==> config.mk <==
export PLATFORM = sky130hd
export DESIGN_NAME = ball_motion
export DESIGN_NICKNAME = d
export VERILOG_FILES = /design/src/rtl/pong_pkg.sv /design/src/rtl/frame_tick.sv /design/src/rtl/ball_motion.sv
export SDC_FILE = /design/constraint.sdc
export NUM_CORES = 1
export LEC_CHECK = 0
export CORE_AREA = 2 2 94 96
export CTS_CLUSTER_SIZE = 14
export DETAILED_ROUTE_END_ITERATION = 7
export DIE_AREA = 0 0 96 98
export PLACE_DENSITY = 0.72
export SLEW_MARGIN = 20
export SYNTH_ARGS = -nofsm -noshare
export SYNTH_HDL_FRONTEND = slang
export SYNTH_SLANG_ARGS = --single-unit
export TNS_END_PERCENT = 100
==> constraint.sdc <==
create_clock -name clk50M -period 4.8 [get_ports clk50M]
set_input_delay 0.96 -clock clk50M [delete_from_list [all_inputs] [get_ports clk50M]]
set_output_delay 0.96 -clock clk50M [all_outputs]
set_load 0.02 [all_outputs]
==> src/rtl/pong_pkg.sv <==
// Shared Pong definitions: screen geometry, centre serve spot, ball FSM
// encoding and the score wrap helper.
package pong_pkg;

  localparam int SCREEN_W = 640;
  localparam int SCREEN_H = 480;
  localparam int SERVE_X  = 316;
  localparam int SERVE_Y  = 236;

  typedef enum logic [1:0] {
    SERVE  = 2'd0,
    PLAY   = 2'd1,
    SCORED = 2'd2
  } ball_state_t;

  // Scores are shown as a single digit, so nine rolls over to zero.
  function automatic logic [3:0] score_inc(input logic [3:0] score);
    return (score == 4'd9) ? 4'd0 : score + 4'd1;
  endfunction

endpackage

==> src/rtl/frame_tick.sv <==
// Rising-edge detector for the vertical blanking level. It produces a
// one-cycle tick that paces all ball motion. After reset, a low level
// must be seen before any edge counts. This keeps a level that is already
// high at reset release from being mistaken for a new frame.
module frame_tick (
  input  logic clk,
  input  logic rst_n,
  input  logic level,
  output logic tick
);

  logic level_q;
  logic armed;

  // Keep last cycle's level and note once the level has been seen low.
  always_ff @(posedge clk or negedge rst_n) begin
    if (!rst_n) begin
      level_q <= 1'b0;
      armed   <= 1'b0;
    end else begin
      level_q <= level;
      if (!level) begin
        armed <= 1'b1;
      end
    end
  end

  assign tick = level & ~level_q & armed;

endmodule

==> src/rtl/ball_motion.sv <==
// Pong ball physics and game flow. The ball waits at the centre until it
// is served. It then moves once per frame, bouncing off walls and paddles.
// When it leaves the court, the other player scores. The ball then rests
// for a pause before returning to the centre, aimed at the player who lost
// the point.
module ball_motion
  import pong_pkg::*;
#(
  parameter int BALL_SIZE    = 8,
  parameter int PADDLE_W     = 8,
  parameter int PADDLE_H     = 64,
  parameter int P1_X         = 16,
  parameter int P2_X         = 616,
  parameter int SPEED        = 2,
  parameter int PAUSE_FRAMES = 60
) (
  input  logic       clk50M,
  input  logic       reset,
  input  logic       endofframe,
  input  logic       serve,
  input  logic [9:0] paddle_one_y,
  input  logic [9:0] paddle_two_y,
  output logic [9:0] ball_x,
  output logic [9:0] ball_y,
  output logic [3:0] score_one,
  output logic [3:0] score_two,
  output logic       point_scored
);

  // All position maths is done 11 bits wide so sums and differences near
  // the screen edges never wrap before they are compared.
  localparam logic [10:0] SPD        = 11'(SPEED);
  localparam logic [10:0] BSZ        = 11'(BALL_SIZE);
  localparam logic [10:0] PH         = 11'(PADDLE_H);
  localparam logic [10:0] P1_EDGE    = 11'(P1_X + PADDLE_W);
  localparam logic [10:0] P2_EDGE    = 11'(P2_X - BALL_SIZE);
  localparam logic [10:0] RIGHT_LIM  = 11'(SCREEN_W - BALL_SIZE);
  localparam logic [10:0] BOTTOM_LIM = 11'(SCREEN_H - BALL_SIZE);

  localparam int PCW = (PAUSE_FRAMES > 1) ? $clog2(PAUSE_FRAMES) : 1;
  localparam logic [PCW-1:0] PAUSE_LAST = PCW'(PAUSE_FRAMES - 1);

  ball_state_t    state;
  logic           dx;
  logic           dy;
  logic [PCW-1:0] pause_cnt;
  logic           tick;

  logic [10:0] x_ext;
  logic [10:0] y_ext;
  logic [10:0] p1_ext;
  logic [10:0] p2_ext;
  logic        overlap_one;
  logic        overlap_two;

  logic [9:0]  next_x;
  logic [9:0]  next_y;
  logic        next_dx;
  logic        next_dy;
  logic        miss_left;
  logic        miss_right;

  frame_tick u_frame_tick (
    .clk   (clk50M),
    .rst_n (reset),
    .level (endofframe),
    .tick  (tick)
  );

  assign x_ext  = {1'b0, ball_x};
  assign y_ext  = {1'b0, ball_y};
  assign p1_ext = {1'b0, paddle_one_y};
  assign p2_ext = {1'b0, paddle_two_y};

  // The ball and a paddle share some rows, which makes a paddle contact possible.
  assign overlap_one = (y_ext + BSZ > p1_ext) && (y_ext < p1_ext + PH);
  assign overlap_two = (y_ext + BSZ > p2_ext) && (y_ext < p2_ext + PH);

  // Work out the candidate next position. The vertical and horizontal
  // rules are independent, so a wall bounce and a paddle bounce can
  // happen in the same frame.
  always_comb begin
    next_x     = ball_x;
    next_y     = ball_y;
    next_dx    = dx;
    next_dy    = dy;
    miss_left  = 1'b0;
    miss_right = 1'b0;

    if (!dy) begin
      if (y_ext < SPD) begin
        next_y  = '0;
        next_dy = 1'b1;
      end else begin
        next_y = 10'(y_ext - SPD);
      end
    end else begin
      if (y_ext + SPD > BOTTOM_LIM) begin
        next_y  = 10'(BOTTOM_LIM);
        next_dy = 1'b0;
      end else begin
        next_y = 10'(y_ext + SPD);
      end
    end

    if (!dx) begin
      if ((x_ext >= P1_EDGE) && (x_ext - SPD < P1_EDGE) && overlap_one) begin
        next_x  = 10'(P1_EDGE);
        next_dx = 1'b1;
      end else if (x_ext < SPD) begin
        miss_left = 1'b1;
      end else begin
        next_x = 10'(x_ext - SPD);
      end
    end else begin
      if ((x_ext <= P2_EDGE) && (x_ext + SPD > P2_EDGE) && overlap_two) begin
        next_x  = 10'(P2_EDGE);
        next_dx = 1'b0;
      end else if (x_ext + SPD > RIGHT_LIM) begin
        miss_right = 1'b1;
      end else begin
        next_x = 10'(x_ext + SPD);
      end
    end
  end

  // Game flow: wait for a serve, move once per frame, then score and pause.
  // On a miss the direction bit is left alone because it already points at
  // the player who conceded, which is where the next serve must go.
  always_ff @(posedge clk50M or negedge reset) begin
    if (!reset) begin
      state        <= SERVE;
      ball_x       <= 10'(SERVE_X);
      ball_y       <= 10'(SERVE_Y);
      dx           <= 1'b1;
      dy           <= 1'b1;
      score_one    <= '0;
      score_two    <= '0;
      pause_cnt    <= '0;
      point_scored <= 1'b0;
    end else begin
      point_scored <= 1'b0;
      case (state)
        SERVE: begin
          ball_x <= 10'(SERVE_X);
          ball_y <= 10'(SERVE_Y);
          if (tick && serve) begin
            state <= PLAY;
          end
        end

        PLAY: begin
          if (tick) begin
            if (miss_left || miss_right) begin
              state        <= SCORED;
              pause_cnt    <= '0;
              point_scored <= 1'b1;
              if (miss_left) begin
                score_two <= score_inc(score_two);
              end else begin
                score_one <= score_inc(score_one);
              end
            end else begin
              ball_x <= next_x;
              ball_y <= next_y;
              dx     <= next_dx;
              dy     <= next_dy;
            end
          end
        end

        SCORED: begin
          if (tick) begin
            if (pause_cnt == PAUSE_LAST) begin
              state     <= SERVE;
              pause_cnt <= '0;
              ball_x    <= 10'(SERVE_X);
              ball_y    <= 10'(SERVE_Y);
              dy        <= 1'b1;
            end else begin
              pause_cnt <= pause_cnt + PCW'(1);
            end
          end
        end

        default: begin
          state <= SERVE;
        end
      endcase
    end
  end

endmodule

### Yosys cells after proc, flatten, opt, wreduce, memory -nomap -nowiden

Index checks and enable logic that the tools add are counted.

| operators by class | value |
|---|---|
| add/subtract/negate cells | 10 |
| order comparisons | 12 |
| equality and inequality tests | 13 |
| muxes and demuxes | 51 |
| bitwise operators | 5 |
| reduce and logical (&&, ||, !) cells | 19 |

Operator list:

| kind | number |
|---|---|
| 2-to-1 mux 10 bit | 16 |
| one-hot mux 10 bit (3 select lines) | 2 |
| 2-to-1 mux 6 bit | 4 |
| adder 10 x 2 -> 11 bit, second input constant | 2 |
| adder 10 x 7 -> 11 bit, second input constant | 2 |
| > comparator 11 x 10 -> 1 bit | 2 |
| > comparator 11 x 10 -> 1 bit, second input constant | 2 |
| < comparator 10 x 11 -> 1 bit | 2 |
| < comparator 10 x 2 -> 1 bit, second input constant | 2 |
| 2-to-1 mux 1 bit | 19 |
| AND reduction 5 bit | 3 |
| inequality test 2 bit, second input constant | 6 |
| one-hot mux 6 bit (2 select lines) | 1 |
| AND reduction 4 bit | 3 |
| adder 10 x 4 -> 11 bit, second input constant | 1 |
| > comparator 11 x 9 -> 1 bit, second input constant | 1 |
| < comparator 11 x 5 -> 1 bit, second input constant | 1 |
| subtractor 10 x 2 -> 11 bit, second input constant | 1 |
| >= comparator 10 x 5 -> 1 bit, second input constant | 1 |
| less-or-equal comparator 10 bit, second input constant | 1 |
| 2-to-1 mux 2 bit | 5 |
| subtractor 10 x 2 -> 10 bit, second input constant | 1 |
| adder 4 x 1 -> 4 bit, second input constant | 2 |
| equality test 4 bit, second input constant | 2 |
| 17 further kinds | 28 |

| storage, ports and cells | value |
|---|---|
| flip-flop bits (word level) | 41 |
| bits of input ports | 24 |
| output and inout bits | 29 |
| logic and storage cells | 121 |

### Longest topological paths before layout

Gate-level depths: netlist of run 1.

| logic depth | value |
|---|---|
| depth after elaboration | 10 |
| depth in mapped cells | 14 |
| mapped depth without buffers | 13 |

### By module

From an unflattened synthesis of run 1, not the netlist that was laid out.

| unflattened totals | value |
|---|---|
| cell total of the unflattened synthesis | 532 |
| area total of the unflattened synthesis | 4,342.9 sq um |

Modules (own cells, without submodules):

| module | instances | cells an instance | area each (sq um) | sequential area each (sq um) |
|---|---|---|---|---|
| ball_motion | 1 | 528 | 4,277.9 | 940.9 |
| frame_tick | 1 | 4 | 65.1 | 50.0 |

### Worst setup path before layout of run 1

OpenSTA, ideal clock, no wires.

| timing | value |
|---|---|
| path kind | register to register |
| start point | register ball_y[3] |
| end point | register score_one[1] |
| library setup time | 128 ps |
| arrival | 3,195 ps |
| data required time | 4,672 ps |
| path slack | 1,477 ps |
| cell stages (with the launch flop) | 14 |
| path buffers | 2 |
| cells stage by stage | dfstp_2 -> clkbuf_1 -> inv_1 -> ha_1 -> ha_1 -> and3_1 -> a221o_1 -> a31oi_1 -> o211ai_1 -> nand4_2 -> buf_2 -> and2_1 -> nand3_1 -> mux2_1 |

| on the way | value |
|---|---|
| word-level cells in the longest chain between the ends | 8 |
| elaborated cells on any way between the ends | 16 |

Ends and longest elaborated chain:

| item | RTL line | text |
|---|---|---|
| from (decl) | ball_motion.sv:24 | `output logic [9:0] ball_y,` |
| from (signal assigned) | ball_motion.sv:134 | `ball_y <= 10'(SERVE_Y);` |
| from (signal assigned) | ball_motion.sv:146 | `ball_y <= 10'(SERVE_Y);` |
| from (signal assigned) | ball_motion.sv:165 | `ball_y <= next_y;` |
| adder 10 x 4 -> 11 bit | ball_motion.sv:76, ball_motion.sv:77 |  |
| > comparator 11 x 10 -> 1 bit (on tied branches) | ball_motion.sv:76, ball_motion.sv:77 |  |
| logical AND 1 bit (on tied branches) | ball_motion.sv:76, ball_motion.sv:77 |  |
| logical AND 1 bit (on tied branches) | ball_motion.sv:107, ball_motion.sv:116 |  |
| 2-to-1 mux 1 bit (on tied branches) | ball_motion.sv:107, ball_motion.sv:116 |  |
| 2-to-1 mux 1 bit | ball_motion.sv:106 | `if (!dx) begin` |
| logical OR 1 bit or inverter 1 bit (tied branches) | n/a |  |
| AND reduction 4 bit (no line) (*) | n/a |  |
| to (signal assigned) | ball_motion.sv:161 | `score_one <= score_inc(score_one);` |
| to (decl) | ball_motion.sv:25 | `output logic [3:0] score_one,` |

Mark *: on every way between the ends. The rest lies on a longest branch, timed or not.
A chain may end at the register's enable or synchronous reset.

### Worst setup path after layout of run 1

| timing | value |
|---|---|
| start point | register ball_y[5] |
| end point | register ball_x[1] |

| on the way | value |
|---|---|
| word-level cells in the longest chain between the ends | 9 |
| elaborated cells on any way between the ends | 24 |

Ends and longest elaborated chain:

| item | RTL line | text |
|---|---|---|
| adder 10 x 4 -> 11 bit | ball_motion.sv:76, ball_motion.sv:77 |  |
| > comparator 11 x 10 -> 1 bit (on tied branches) | ball_motion.sv:76, ball_motion.sv:77 |  |
| logical AND 1 bit (on tied branches) | ball_motion.sv:76, ball_motion.sv:77 |  |
| logical AND 1 bit (on tied branches) | ball_motion.sv:107, ball_motion.sv:116 |  |
| 2-to-1 mux 10 bit (tied with other cells) | ball_motion.sv:107 | `if ((x_ext >= P1_EDGE) && (x_ext - SPD < P1_EDGE) && overlap_one) begin` |
| 2-to-1 mux 10 bit or 2-to-1 mux 1 bit (tied branches) | ball_motion.sv:106 |  |
| 2-to-1 mux 10 bit or logical OR 1 bit (tied branches) | ball_motion.sv:154 | `if (miss_left \|\| miss_right) begin` |
| 2-to-1 mux 10 bit or inequality test 2 bit (tied branches) | n/a |  |
| one-hot mux 10 bit (3 select lines) or AND reduction 7 bit (tied branches) | n/a |  |
| to (signal assigned) | ball_motion.sv:145 | `ball_x <= 10'(SERVE_X);` |
| to (signal assigned) | ball_motion.sv:164 | `ball_x <= next_x;` |
| to (signal assigned) | ball_motion.sv:177 | `ball_x <= 10'(SERVE_X);` |
| to (decl) | ball_motion.sv:23 | `output logic [9:0] ball_x,` |

Several ways; a longest one is shown, not always the timed one. The select of a mux whose other input is x is not followed.

==> results.md, run 1 <==
* Number of flops mapped to enable cells by yosys at 0
* Critical path required time at between 4000 and 5000 ps
* Placed instance area at approximately 4700 um2
* TritonCTS Buffers at 5
* Dominant synthesized flop cell: dfrtp_1
* Area leader, netlist: dfrtp_1
* Fraction of layout cells with a size suffix above 1 at ~7.9%
* R2R cell count at 14
* Sum Neg Setup Slack at 0 ps
* Register area share after synthesis at 23.66%
* Post-CTS Hold Fix Bufs at 0
* Root buffer cell: clkbuf_8
* CP startpoint kind: flip-flop
* Least-Margin Pin Slew at between 800 and 900 ps
* Skew final at 5.710 ps
* Final nets at ~620
* Relative slew slack at roughly 41%
* Port Buffer Count at 50
* CP dominant cell by count: nand3_1
* GRT Total Usage at around a quarter
* Multi-input logic area at a little under 3000 um2
* Initial Utilization at ~49%
* Clock buffer depth at 2
* Drt wl/cell at 16.54 um
* Hold Crit Class: flip-flop to flip-flop
* Min Tclk post-route at a little over 4000 ps
* Fill cell count at ~800
* First-pass GRT wire length at 18220 um
* Antenna cells at 0
* Post-synth cell types at approximately 80
* Die Outline Area at 9408 um2
* Power per cell area at between 400 and 500 nW/um2
* Crit-path max FO at 16
* CP max stage delay at 740 ps
* Iter 0 DRT Violations at 310
* Fmax at 0.2459 GHz
* Synth top area share at 16.13%
* Final GP Congestion at ~0.88
* MaxCap Viol Count at 0
* Largest net degree at the start of global routing at 40
* Chip Width at roughly 96 um
* Initial antenna violation count at 0
* CP max stage cell: dfstp_2
* Synth cell count leaders: ha_1 (46), inv_1 (43), nor2_1 (40)
* Via Count at just over 4000
* Syn Inst Count at 521
* Critical path endpoint category: flip-flop
* Static Leak at roughly 2 nW
* Post-route cell area at 4797 um2
* Global route overflow at 0
* Most frequent cell after synthesis: ha_1
* Post-CTS Setup Bufs at 0
* Top post-synthesis cells by area: dfrtp_1 (16%), ha_1 (14%), dfstp_2 (7.5%)
* Syn_area_per_cell at between 8 and 9 um2
* Clock-pin slew on the worst setup and hold paths at about 80 ps
* Final Setup Violations at 0
* FP Rows at 34
* P&R area growth vs syn at 14.52%
* Crit Path Category: flip-flop to flip-flop
* # IOs at 53
* Crit-path cells: nand3_1, inv_1, nand3_1, xnor2_1, ha_1, nand3_1, nor4_1, a211oi_1, o21a_1, nand4_2, a221oi_4, buf_4, nand2_2, o41ai_2
* Post-DRT Antenna Nets at 0
* WP depth at 14
* CTS tree: built
* RSZ-0062 raised after global routing: false
* Core Region at 8466 um2
* Synthesized cell area at between 4000 and 5000 um2
* CP Buf/Inv Count at 2
* #FFs+latches synth at 39
* H-Tree Depth at 2
* DR DRC count at 0
* Number of clock sinks at 39
* Crit share post-route at a little over four fifths
* Final hold vios at 0
* Hold depth at 1
* WP data arrival at ~4300 ps
* Detailed placer's ending HPWL at 8189 um
* Post-CTS sizing at 0
* YS warnings at 0
* DR vias/cell at approximately 6.2
* Vias in the first global route at 3840
* Status: completed
* Slew Viols, Final at 0
* Pre-antenna DRT Iters at 4
* FF/Latch Area at between 900 and 1000 um2
* Die height at slightly below 100 um
* Peak VDD IR at between 200 and 250 uV
* Clk_lat worst skew at about 290 ps
* Final Total Pwr at 2.002 mW
* Total routed wirelength at 10970 um
* CP delay by family, top: compound AO/OA/AOI/OAI gates
* FFs w/ async S/R, synth at 100.0%
-- routing by layer --
metal	routed length, um	track usage (%)
met3	539	1.620
met5	0	0
met2	5446	39.10
met4	115	5.275
met1	4868	33.72
-- flip-flops by register name, summed over array words and instances, names as in the netlist, 2 cells and up --
name,cells
ball_x,9
ball_y,9
pause_cnt,6
score_one,4
score_two,4
state,2
-- worst register-to-register path, cell delays in order, from the launching register on --
cell      delay (ps)
dfstp_2          740
nand3_1          280
inv_1            110
nand3_1          140
xnor2_1          290
ha_1             300
nand3_1          120
nor4_1            70
a211oi_1         220
o21a_1           220
nand4_2          380
a221oi_4         370
buf_4            240
nand2_2          130
o41ai_2          360
-- path summary, 6_finish.rpt --
check | from | end | slack (ps)
worst min-delay path | u_frame_tick.armed | u_frame_tick.armed | 500
worst max-delay path | ball_y[5] | ball_x[1] | 730
worst max register to register | ball_y[5] | ball_x[1] | 730
worst min register to register | u_frame_tick.armed | u_frame_tick.armed | 500
min in group asynchronous | reset | pause_cnt[5] | 790
max in group asynchronous | reset | score_two[0] | 3470
-- power by group --
part           switching (mW)  internal (mW)
logic                   0.682          0.524
clock network           0.117          0.102
registers               0.174          0.403
total                   0.973           1.03
-- cells in the final DEF, fill, tap and decap left out, types with 4 or more instances in the layout --
cell and count:
or3_1 4, xnor2_1 18, o21a_1 5, inv_1 43, nor2_1 40, and2_1 7
a22o_1 5, clkbuf_8 5, dfrtp_1 27, a211oi_1 6, o211ai_1 4, and3_1 9
a221oi_1 5, a21o_1 5, nand2b_1 8, nand3_1 20, o21ai_0 26, nand2_1 38
ha_1 46, a21oi_1 27, o31ai_1 5, clkdlybuf4s50_1 49, nor4_1 8, a31oi_1 9
nand4_1 8, a2bb2oi_1 4, dfstp_2 12, nor3_1 16, nor2b_1 8
-- through the flow --
stage | setup slack [ps] | util (%) | hold slack [ps] | instances
after floorplan | 1477 | - | 449.3 | 522
after global placement | 667.5 | 55.66 | 465.2 | 655
after detailed placement | 519.1 | 55.66 | 472.6 | 655
after CTS | 777.6 | 56.67 | 495.1 | 663
after global routing | 415.8 | 56.67 | 535.7 | 663
final | 732.7 | 56.67 | 498.1 | 663
-- layout make-up --
type	instances	area share (%)
Clock buffer	6	1.513
Clock inverter	2	0.2608
Inverter	44	3.443
Multi-Input combinational cell	411	60.51
Sequential cell	39	20.66
Tap cell	108	2.817
Timing Repair Buffer	53	10.80
-- kinds of logic after synthesis --
kind of cell               after synthesis  synth area share (%)
DFF                                     39                 23.66
other                                    1               0.08952
AOI/OAI and AO/OA                      147                 25.63
buffers and inverters                   72                 7.138
muxes                                    6                 1.523
adders and majority gates               46                 13.74
xor gates and xnor gates                20                 4.182
and+or+nand+nor                        190                 24.04
No activity file was read; power rests on OpenSTA's default activity.
==> run 2, diff against run 1 <==
==> constraint.sdc (replaced) <==
create_clock -name clk50M -period 4.2 [get_ports clk50M]
set_input_delay 0.84 -clock clk50M [delete_from_list [all_inputs] [get_ports clk50M]]
set_output_delay 0.84 -clock clk50M [all_outputs]
set_load 0.02 [all_outputs]
==> results.md, run 2 (same netlist as run 1, synthesis figures left out) <==
* Status: completed
* Fraction of layout cells with a size suffix above 1 at 8.602% (+0.67 points)
* Crit-path cells: ha_1, nand3_1, nor2_1, xor2_1, ha_1, nand3_1, nor4_1, a211oi_1, o21a_1, nand4_2, a21oi_1, o21bai_1, o22a_1
* Post-DRT Antenna Nets at 0 (unchanged)
* Final GP Congestion at 0.8674 (-1.1%)
* Detailed placer's ending HPWL at 7892 um (-3.6%)
* Min Tclk post-route at 3835 ps (-232.3 ps)
* CP max stage delay at 710 ps (-30 ps)
* Non-Filler Instances at 666 (+0.45%)
* Die Outline Area at 9408 um2 (unchanged)
* CP max stage cell: dfstp_2
* P&R area growth vs syn at 15.50%
* WP data arrival at 4020 ps (-240 ps)
* DR vias/cell at 6.194 (about the same)
* CP Buf/Inv Count at 0 (-2)
* Clock-pin slew on the worst setup and hold paths at 90 ps (about the same)
* Sum Neg Setup Slack at 0 ps (unchanged)
* Fmax at 0.2608 GHz (+6.1%)
* R2R cell count at 13 (-1)
* Largest net degree at the start of global routing at 40 (unchanged)
* TritonCTS Buffers at 5 (unchanged)
* Root buffer cell: clkbuf_8
* Hold Crit Class: flip-flop to flip-flop
* Drt wl/cell at 15.95 um (-3.6%)
* Global route overflow at 0 (unchanged)
* Port Buffer Count at 50 (unchanged)
* Total routed wirelength at 10630 um (-3.1%)
* Chip Width at 96 um (unchanged)
* Critical R2R Launch: ball_y[3]
* FP Rows at 34 (unchanged)
* Clk_lat worst skew at 300 ps (about the same)
* Core Region at 8466 um2 (unchanged)
* Post-CTS Setup Bufs at 0 (unchanged)
* Met3 routed WL at 513 um (-4.8%)
* Crit share post-route at 91.31% (+6.6 points)
* Initial antenna violation count at 0 (unchanged)
* Via Count at 4125 (+0.49%)
* Critical path required time at 4390 ps (-600 ps)
* Pre-antenna DRT Iters at 5 (+1)
* Clock buffer depth at 2 (unchanged)
* Number of clock sinks at 39 (unchanged)
* Reg2Reg Capture Point: ball_x[6]
* Hold Startpoint: u_frame_tick.armed
* Static Leak at 2.046 nW (+1.1%)
* Relative slew slack at 41.99% (+0.58 points)
* GRT Total Usage at 23.56% (-0.10 points)
* Post-CTS sizing at 0 (unchanged)
* H-Tree Depth at 2 (unchanged)
* RSZ-0062 raised after global routing: false
* Metal-1 WL at 4802 um (-1.4%)
* Skew final at 12.96 ps (+7.247 ps)
* Final nets at 627 (+0.48%)
* Least-Margin Pin Slew at 870.2 ps (-8.738 ps)
* Crit Path Category: flip-flop to flip-flop
* Antenna cells at 0 (unchanged)
* Worst setup endpoint: ball_x[6]
* Final hold vios at 0 (unchanged)
* Die height at 98 um (unchanged)
* Vias in the first global route at 3833 (-0.18%)
* First-pass GRT wire length at 18160 um (-0.34%)
* MaxCap Viol Count at 0 (unchanged)
* Post-CTS Hold Fix Bufs at 0 (unchanged)
* Critical path endpoint category: flip-flop
* Hold depth at 1 (unchanged)
* Placed Cells at 658 (+0.46%)
* WP depth at 13 (-1)
* Top Registers: ball_x (9), ball_y (9), pause_cnt (6)
* Final Setup Violations at 0 (unchanged)
* CP startpoint kind: flip-flop
* DR DRC count at 0 (unchanged)
* Crit-path max FO at 15 (-1)
* Met2 wire length at 5123 um (-5.9%)
* Power per cell area at 478.5 nW/um2 (+15%)
* Setup slack, reg-to-reg at 360 ps (-370 ps)
* Most frequent cells in the layout: clkdlybuf4s50_1 (49), ha_1 (46), inv_1 (43), nor2_1 (40), nand2_1 (38)
* # IOs at 53 (unchanged)
* Initial Utilization at 49.48% (unchanged)
* CP delay by family, top: compound AO/OA/AOI/OAI gates
* Most common cell after layout, fill and taps aside: clkdlybuf4s50_1
* Slew Viols, Final at 0 (unchanged)
* Iter 0 DRT Violations at 313 (+0.97%)
* Crit. Startpoint: ball_y[3]
* CTS tree: built
* Max layer used: met4
* Peak VDD IR at 215.4 uV (-11%)
## run 2: cell types whose count changed in the layout (fill, tap and decap cells not counted)
cell,before,now
clkbuf_1,1,0
clkbuf_8,5,7
buf_4,3,6
clkinv_2,1,0
## run 2: through the flow
step	utilization, %	instance area [um2]	hold slack (ps)	setup WS [ps]	power (mW)
after detailed placement	55.93	4735	472.1	251.1	2.010
after global routing	57.15	4838	543.5	113.2	2.507
after floorplan	-	4193	449.3	877.3	1.604
after CTS	57.15	4838	494.1	416.7	2.309
final	57.15	4838	494.8	365.0	2.315
after global placement	55.93	4735	466.9	191.2	1.977
## run 2: worst min-delay path by stage
stage,to,slack (ps)
final,u_frame_tick.armed,490
after global routing,u_frame_tick.armed,540
after CTS,u_frame_tick.armed,490
after detailed placement,u_frame_tick.armed,470
after global placement,u_frame_tick.armed,470
after floorplan,u_frame_tick.armed,450
## run 2: area by class of cell
cell class | instances | area [um2]
clock buffers | 7 | 96.34
repair buffers | 56 | 540.5
clock inverters | 1 | 7.507
multi-input cells | 411 | 2903
inverters | 44 | 165.2
flip-flops and latches | 39 | 991.0
fillers | 773 | 3627
well taps | 108 | 135.1
## run 2: routing by layer
layer | track usage [%] | vias up
met3 | 2.238 | 13
met2 | 37.82 | 151
met5 | 0 | -
met4 | 7.143 | 0
met1 | 33.30 | 1976
li1 | - | 1985
## run 2: power breakdown
| part | total, mW | switching (mW) | internal, mW |
|---|---|---|---|
| clock network | 0.286 | 0.136 | 0.149 |
| registers | 0.666 | 0.206 | 0.460 |
| logic | 1.36 | 0.761 | 0.602 |
## run 2: worst reg2reg max path: stages, from the launching register on
cell,delay [ps]
dfstp_2,710
ha_1,310
nand3_1,140
nor2_1,150
xor2_1,230
ha_1,290
nand3_1,110
nor4_1,60
a211oi_1,240
o21a_1,210
nand4_2,290
a21oi_1,500
o21bai_1,260
o22a_1,210
